## src/rtl/uart_receiver_if.sv

```systemverilog
// uart_receiver_if: bundles the serial input line, the received byte with its
// valid strobe, and the debug taps of the UART receiver.
// slave  : the receiver side (samples din, drives everything else)
// master : the side that drives the line and consumes the received bytes
`timescale 1ns/1ps
interface uart_receiver_if;
  logic       din;
  logic [7:0] data_rx;
  logic       valid;
  logic [2:0] index;
  logic [1:0] state;
  logic [8:0] counter;

  modport slave (
    input  din,
    output data_rx,
    output valid,
    output index,
    output state,
    output counter
  );

  modport master (
    output din,
    input  data_rx,
    input  valid,
    input  index,
    input  state,
    input  counter
  );
endinterface

```

## src/rtl/uart_receiver.sv

```systemverilog
// uart_receiver: 8N1 UART receiver (1 start, 8 data LSB first, 1 stop bit).
// The line is oversampled with the system clock; each bit is sampled at its
// centre, and a correct stop bit produces a one-cycle registered valid pulse.
// Optional feature: define UART_RX_SYNC_EN to pass din through a two-flop
// synchronizer (reset to idle-high) before the FSM; this adds 2 cycles of
// latency to every event. Without it din must already be synchronous to clk.
`timescale 1ns/1ps
module uart_receiver #(
  parameter int CLKS_PER_BIT = 278   // legal range 4..511
) (
  input  logic           clk,
  input  logic           rst,
  uart_receiver_if.slave rx
);

  typedef enum logic [1:0] {
    IDLE  = 2'd0,
    START = 2'd1,
    DATA  = 2'd2,
    STOP  = 2'd3
  } state_t;

  // Last counter value of the half bit (start-bit centre) and of a full bit.
  localparam logic [8:0] HALF_LAST = 9'(CLKS_PER_BIT / 2 - 1);
  localparam logic [8:0] BIT_LAST  = 9'(CLKS_PER_BIT - 1);

  logic din_s;

`ifdef UART_RX_SYNC_EN
  logic sync1_q, sync1_d;
  logic sync2_q, sync2_d;

  // Synchronizer next values: a plain two-stage shift of the raw line.
  always_comb begin
    sync1_d = rx.din;
    sync2_d = sync1_q;
  end

  // Synchronizer flops reset to the idle-high line level so no false start.
  always_ff @(posedge clk or posedge rst) begin
    if (rst) begin
      sync1_q <= 1'b1;
      sync2_q <= 1'b1;
    end else begin
      sync1_q <= sync1_d;
      sync2_q <= sync2_d;
    end
  end

  assign din_s = sync2_q;
`else
  assign din_s = rx.din;
`endif

  state_t     state_q,   state_d;
  logic [8:0] counter_q, counter_d;
  logic [2:0] index_q,   index_d;
  logic [7:0] data_q,    data_d;
  logic       valid_q,   valid_d;

  // Next-state and datapath logic; everything holds unless a case updates it.
  always_comb begin
    state_d   = state_q;
    counter_d = counter_q;
    index_d   = index_q;
    data_d    = data_q;
    valid_d   = 1'b0;

    unique case (state_q)
      IDLE: begin
        counter_d = 9'd0;
        index_d   = 3'd0;
        if (din_s == 1'b0) begin
          state_d = START;
        end
      end

      START: begin
        if (counter_q == HALF_LAST) begin
          // Middle of the start bit: a high line here was only a glitch.
          counter_d = 9'd0;
          state_d   = (din_s == 1'b0) ? DATA : IDLE;
        end else begin
          counter_d = counter_q + 9'd1;
        end
      end

      DATA: begin
        if (counter_q == BIT_LAST) begin
          counter_d       = 9'd0;
          data_d[index_q] = din_s;
          if (index_q == 3'd7) begin
            index_d = 3'd0;
            state_d = STOP;
          end else begin
            index_d = index_q + 3'd1;
          end
        end else begin
          counter_d = counter_q + 9'd1;
        end
      end

      STOP: begin
        if (counter_q == BIT_LAST) begin
          // A low stop bit is a framing error: drop the frame silently.
          counter_d = 9'd0;
          valid_d   = din_s;
          state_d   = IDLE;
        end else begin
          counter_d = counter_q + 9'd1;
        end
      end

      default: begin
        state_d = IDLE;
      end
    endcase
  end

  // State, counters, received byte and valid strobe registers.
  always_ff @(posedge clk or posedge rst) begin
    if (rst) begin
      state_q   <= IDLE;
      counter_q <= 9'd0;
      index_q   <= 3'd0;
      data_q    <= 8'h00;
      valid_q   <= 1'b0;
    end else begin
      state_q   <= state_d;
      counter_q <= counter_d;
      index_q   <= index_d;
      data_q    <= data_d;
      valid_q   <= valid_d;
    end
  end

  assign rx.data_rx = data_q;
  assign rx.valid   = valid_q;
  assign rx.index   = index_q;
  assign rx.state   = state_q;
  assign rx.counter = counter_q;

endmodule

```

## src/flat_wrapper.sv

```systemverilog
// flat-port wrapper written by rule: the top's interface ports become plain ports
module uart_receiver_flat 
#(
  parameter int CLKS_PER_BIT = 278                        
)
  (clk, rst, rx_din, rx_data_rx, rx_valid, rx_index, rx_state, rx_counter);
  uart_receiver_if rx_i ();
  input  logic clk;
  input  logic rst;
  input wire logic [$bits(rx_i.din)-1:0] rx_din;
  output wire logic [$bits(rx_i.data_rx)-1:0] rx_data_rx;
  output wire logic [$bits(rx_i.valid)-1:0] rx_valid;
  output wire logic [$bits(rx_i.index)-1:0] rx_index;
  output wire logic [$bits(rx_i.state)-1:0] rx_state;
  output wire logic [$bits(rx_i.counter)-1:0] rx_counter;
  assign rx_i.din = rx_din;
  assign rx_data_rx = rx_i.data_rx;
  assign rx_valid = rx_i.valid;
  assign rx_index = rx_i.index;
  assign rx_state = rx_i.state;
  assign rx_counter = rx_i.counter;
  uart_receiver #(.CLKS_PER_BIT(CLKS_PER_BIT)) u_core (.clk(clk), .rst(rst), .rx(rx_i));
endmodule
```

## config.mk

```make
export PLATFORM = sky130hd
export DESIGN_NAME = uart_receiver_flat
export DESIGN_NICKNAME = d
export VERILOG_FILES = /design/src/rtl/uart_receiver_if.sv /design/src/rtl/uart_receiver.sv /design/src/flat_wrapper.sv
export SDC_FILE = /design/constraint.sdc
export NUM_CORES = 1
export LEC_CHECK = 0
export BUFFER_PORTS_ARGS = -buffer_cell sky130_fd_sc_hd__buf_2
export CAP_MARGIN = 20
export CELL_PAD_IN_SITES_DETAIL_PLACEMENT = 1
export CELL_PAD_IN_SITES_GLOBAL_PLACEMENT = 2
export CORE_ASPECT_RATIO = 0.5
export CORE_MARGIN = 2
export CORE_UTILIZATION = 30
export DETAILED_ROUTE_END_ITERATION = 16
export PLACE_DENSITY_LB_ADDON = 0.1
export SYNTH_ARGS = -nofsm -noshare
export SYNTH_HDL_FRONTEND = slang
export SYNTH_SLANG_ARGS = --single-unit
```

## constraint.sdc

```tcl
create_clock -name clk -period 1.7 [get_ports clk]
set_input_delay 0.425 -clock clk [delete_from_list [all_inputs] [get_ports clk]]
set_output_delay 0.425 -clock clk [all_outputs]
set_load 0.02 [all_outputs]
```

## Word level (Yosys, flattened, before mapping)

Index checks and enable logic that the tools add are counted.

- Bits in registers: 23
- Input bits: 3

- Add/sub/neg operators: 2
- Order comparisons: 2
- Equal/unequal tests: 11
- Muxes and demuxes: 18
- Reduce and logical (&&, ||, !) cells: 7

Operator list:

| kind | number |
|---|---|
| case mux 9 bit (3 select lines) | 1 |
| two-way mux 9 bit | 2 |
| two-way mux 2 bit | 6 |
| adder 9 x 1 -> 9 bit, second input constant | 1 |
| == test 9 x 8 -> 1 bit, second input constant | 1 |
| == test 9 bit, second input constant | 1 |
| bitwise mux 8 bit | 1 |
| inequality test 2 x 1 -> 1 bit, second input constant | 4 |
| case mux 2 bit (4 select lines) | 1 |
| two-way mux 3 bit | 2 |
| case mux 3 bit (2 select lines) | 1 |
| AND reduction 5 bit | 1 |
| == test 2 bit, second input constant | 2 |
| less-than comparator 3 x 4 -> 1 bit, second input constant | 1 |
| AND reduction 2 bit | 2 |
| adder 3 x 1 -> 3 bit, second input constant | 1 |
| demux 1 bit (select 3 bit) | 1 |
| == test 3 bit, second input constant | 1 |
| >= comparator 3 x 1 -> 1 bit, second input constant | 1 |
| two-way mux 1 bit | 3 |
| == test 2 x 1 -> 1 bit, second input constant | 1 |
| logical NOT 2 bit | 1 |
| inequality test 2 bit, second input constant | 1 |
| nonzero test 2 bit | 1 |
| 2 further kinds | 2 |

## Logic depth before layout (Yosys ltp)

- Depth after elaboration: 5
- Depth in mapped cells: 6
- Depth with buffers taken out: 5

## Worst setup path before layout

No wires, ideal clock.

- Path kind: flip-flop to flip-flop
- Start: register u_core.counter_q[0] (netlist: u_core.rx.counter[0])
- End: register u_core.data_q[0] (netlist: u_core.rx.data_rx[0])
- Setup time: 0.128 ns
- Arrival: 1.874 ns
- Required time: 1.572 ns
- Slack: -0.302 ns
- Stages on the path, launching flop included: 6
- Buffers on the path: 1
- Period minus slack after synthesis: 2.002 ns
- Path through: dfrtp_1 -> ha_1 -> or4b_4 -> buf_6 -> nor4_1 -> mux2_1

- Longest elaborated chain between the ends: 2

RTL lines:

| what | line | source |
|---|---|---|
| start: declaration | uart_receiver.sv:56 | `logic [8:0] counter_q, counter_d;` |
| start signal: assignment | uart_receiver.sv:130 | `counter_q <= counter_d;` |
| == test 9 bit | uart_receiver.sv:89 | `if (counter_q == BIT_LAST) begin` |
| AND reduction 2 bit (no source line) | n/a |  |
| end signal: assignment | uart_receiver.sv:132 | `data_q <= data_d;` |
| end: declaration | uart_receiver.sv:58 | `logic [7:0] data_q, data_d;` |

No other way between the ends.
A chain may end at the register's enable or synchronous reset.

## Final worst setup path

- Start: register u_core.counter_q[1] (netlist: u_core.rx.counter[1])
- End: register u_core.data_q[7] (netlist: u_core.rx.data_rx[7])

The elaborated chain is that of the path after synthesis.

==> impl_metrics.env <==
export IMPL_diodes=0
export IMPL_max_freq_mhz=549
export IMPL_cts_made_buffers=3
export IMPL_p_leak_uw=0.000872
export IMPL_synth_area_sq_mm=0.00128
export IMPL_final_cells=219
export IMPL_syn_avg_cell_area_sq_um=10.5
export IMPL_cts_tree="built"
export IMPL_firstDrtPassIters=4
export IMPL_synthArstFlopShare_pct=100
export IMPL_clk_pin_slew_ps=90
export IMPL_start_util_pct=32.0
export IMPL_dp_cells=215
export IMPL_violations="setup timing"
export IMPL_worst_pin_slew_ps=429
export IMPL_synth_net_count=130
export IMPL_hpwlAfterDp_um=2610
export IMPL_ctsHoldBuffers=0
export IMPL_finalClockSkew_ps=5.78
export IMPL_die_area_sq_mm=0.00482
export IMPL_via_count=1115
export IMPL_wl_per_cell_um=15.8
export IMPL_grt_overflow=0
export IMPL_startpoint_type="register"
export IMPL_min_period_over_period_pct=107
export IMPL_pwr_density_cell_mw_per_mm2=498
export IMPL_finalWeightedCongestion=0.764
export IMPL_maxCapViolCount=0
export IMPL_grt_pass1_wl_um=5740
export IMPL_fin_hold_ws_ps=194
export IMPL_layout_nets=174
export IMPL_grt_pass1_vias=1127
export IMPL_worst_slack_ps=-122
export IMPL_drtIter0Drc=15
export IMPL_port_buffers=25
export IMPL_hp_class="input port to asynchronous set/reset pin"
export IMPL_synth_cell_types=33
export IMPL_drive_gt1_share_pct=48.5
export IMPL_drc=0
export IMPL_yosysSeqAreaShare_pct=45.1
export IMPL_syn2layout_area_growth_pct=44.8
export IMPL_vias_per_cell=5.09
export IMPL_setup_violations=13
export IMPL_yosys_warnings=0
export IMPL_cts_sinks=23
export IMPL_grt_use_total_pct=15.9
export IMPL_fp_dieW_um=96.2
export IMPL_cts_root_buf="clkbuf_8"
export IMPL_status="finished with violations"
export IMPL_ant_nets=0
export IMPL_cp_max_fo=11
export IMPL_endpoint_kind="register"
export IMPL_worstPathCellList="inv_2 -> ha_4 -> or4b_4 -> buf_12 -> nor4_4 -> mux2_4"
export IMPL_io_pins=26
export IMPL_antenna_found_initial=0
export IMPL_ir_worst_vdd_uv=216
export IMPL_fp_coreArea_sq_mm=0.00398
export IMPL_relSlewSlack_pct=71.0
export IMPL_critPathRequiredTime_ps=1860
export IMPL_synthFlopType="dfrtp_1"
export IMPL_critical_path_class="register to register"
export IMPL_drt_wl_total_um=3470
export IMPL_grt_max_degree=24
export IMPL_htree_levels=1
export IMPL_n_fill_cell=462
export IMPL_die_h_um=50.1
export IMPL_hold_viol=0
export IMPL_cts_setup_buffers=0
export IMPL_rows=16
export IMPL_slowest_delay_ps=470
export IMPL_synth_cells=122
export IMPL_synth_edf_count=0
export IMPL_clk_latency_ps=270
export IMPL_synth_seq_cells=23
export IMPL_arrival_ps=1990
export IMPL_rsz0062_at_grt="yes"
export IMPL_max_clock_path_buffers=2
export IMPL_maxSlewViolCount=0
export IMPL_fin_crit_ps=1820
export IMPL_slowest_stage="or4b_4"
-- state kept, by name, summed over array words and instances (netlist names), named ones only --
register           count
u_core.rx.state        1
u_core.rx.data_rx      8
u_core.rx.counter      9
u_core.rx.valid        1
u_core.rx.index        3
-- placed cells by master (no fill, tap or decap), drive strengths merged --
cell / netlist / layout
a21oi: 5 / 5
a22oi: 4 / 4
a32oi: 2 / 2
a41o: 1 / 1
and4b: 1 / 1
buf: 4 / 49
clkbuf: 6 / 3
clkinv: 0 / 1
dfrtp: 23 / 23
ha: 5 / 5
inv: 6 / 6
mux2: 8 / 8
nand2: 7 / 7
nand2b: 1 / 1
nand3: 5 / 5
nand4: 3 / 3
nand4b: 2 / 2
nor2: 3 / 3
nor4: 8 / 8
nor4b: 3 / 3
nor4bb: 1 / 1
o211ai: 2 / 2
o21ai: 7 / 7
o2bb2ai: 1 / 1
or3: 5 / 5
or4: 2 / 2
or4b: 2 / 2
or4bb: 2 / 2
xnor2: 1 / 1
xor2: 2 / 2
-- Yosys cell counts (2+ instances only) --
| cell type | number | area share (%) |
|---|---|---|
| nand2_1 | 7 | 2.1 |
| nor4b_1 | 3 | 2.1 |
| or4bb_1 | 2 | 1.8 |
| mux2_1 | 8 | 7.1 |
| nor2_1 | 3 | 0.88 |
| a22oi_1 | 4 | 2.4 |
| nand4_1 | 3 | 1.5 |
| o21ai_0 | 7 | 2.7 |
| a21oi_1 | 5 | 2.0 |
| ha_1 | 5 | 4.9 |
| xor2_1 | 2 | 1.4 |
| dfrtp_1 | 23 | 45 |
| nor4_1 | 8 | 3.9 |
| inv_1 | 6 | 1.8 |
| clkbuf_1 | 6 | 1.8 |
| nand3_1 | 5 | 2.0 |
| a32oi_1 | 2 | 1.4 |
| buf_2 | 2 | 0.78 |
| buf_6 | 2 | 1.8 |
| or3_1 | 5 | 2.5 |
| nand4b_1 | 2 | 1.4 |
-- power by group --
part | internal [uW] | switching (uW) | leakage, uW
clock | 164 | 190 | 0.0000255
combinational | 4.39 | 16.1 | 0.000548
sequential | 546 | 0 | 0.000298
total | 715 | 206 | 0.000872
-- through the flow --
step	TNS (ps)	total power (uW)	area (sq um)	util (%)	setup slack [ps]
6_report	-1090	921	1850	46.4	-122
5_1_grt	-2240	971	1850	46.4	-180
4_1_cts	-1420	938	1830	45.9	-135
3_5_place_dp	-1290	579	1760	44.2	-143
3_3_place_gp	-845	578	1760	44.2	-108
2_1_floorplan	-2370	569	1430	-	-166
-- worst max-delay path: cells and delay by family (launching register included) --
family,cells,cell delay [ps]
adders and majority gates,1,110
buffers and inverters,2,240
DFF,1,410
muxes,1,320
and+or+nand+nor,2,630
-- layout make-up --
type | instances | area, sq um | area share [%]
multi-input combinational | 83 | 802 | 43.4
sequential | 23 | 579 | 31.3
timing repair buffer | 49 | 330 | 17.9
tap | 54 | 67.6 | 3.66
clock buffer | 3 | 41.3 | 2.23
inverter | 6 | 22.5 | 1.22
clock inverter | 1 | 5.00 | 0.271
-- final timing paths --
| path | to | slack, ps | from | cells after the start |
|---|---|---|---|---|
| min in group clk | u_core.rx.valid | 460 | rx_din | 3 |
| max in group asynchronous | u_core.rx.counter[1] | 1240 | rst | 3 |
| worst min register to register | u_core.rx.data_rx[1] | 510 | u_core.rx.data_rx[1] | 1 |
| worst max-delay path | u_core.rx.data_rx[7] | -120 | u_core.rx.counter[1] | 6 |
| worst max register to register | u_core.rx.data_rx[7] | -120 | u_core.rx.counter[1] | 6 |
| worst min-delay path | u_core.rx.data_rx[4] | 190 | rst | 3 |
-- metal layers --
| layer | up-vias | GRT usage, % | routed length (um) |
|---|---|---|---|
| li1 | 544 | - | - |
| met1 | 550 | 20.7 | 1670 |
| met2 | 19 | 26.7 | 1640 |
| met3 | 2 | 4.59 | 146 |
| met4 | 0 | 2.14 | 11 |
| met5 | - | 0 | 0 |
-- cell families after synthesis --
family                     share of synthesized area (%)
xor gates and xnor gates                            2.06
DFF                                                 45.1
buffers and inverters                               6.08
and+or+nand+nor                                     23.3
AOI/OAI and AO/OA                                   11.5
adders and majority gates                           4.90
muxes                                               7.06
-- what timing repair did --
item	in CTS	in global routing
pin swaps	0	1
gates resized for setup	6	4
endpoints found under the hold margin	0	0
setup endpoints to repair	18	21
Power figures use the tool's default switching activity.
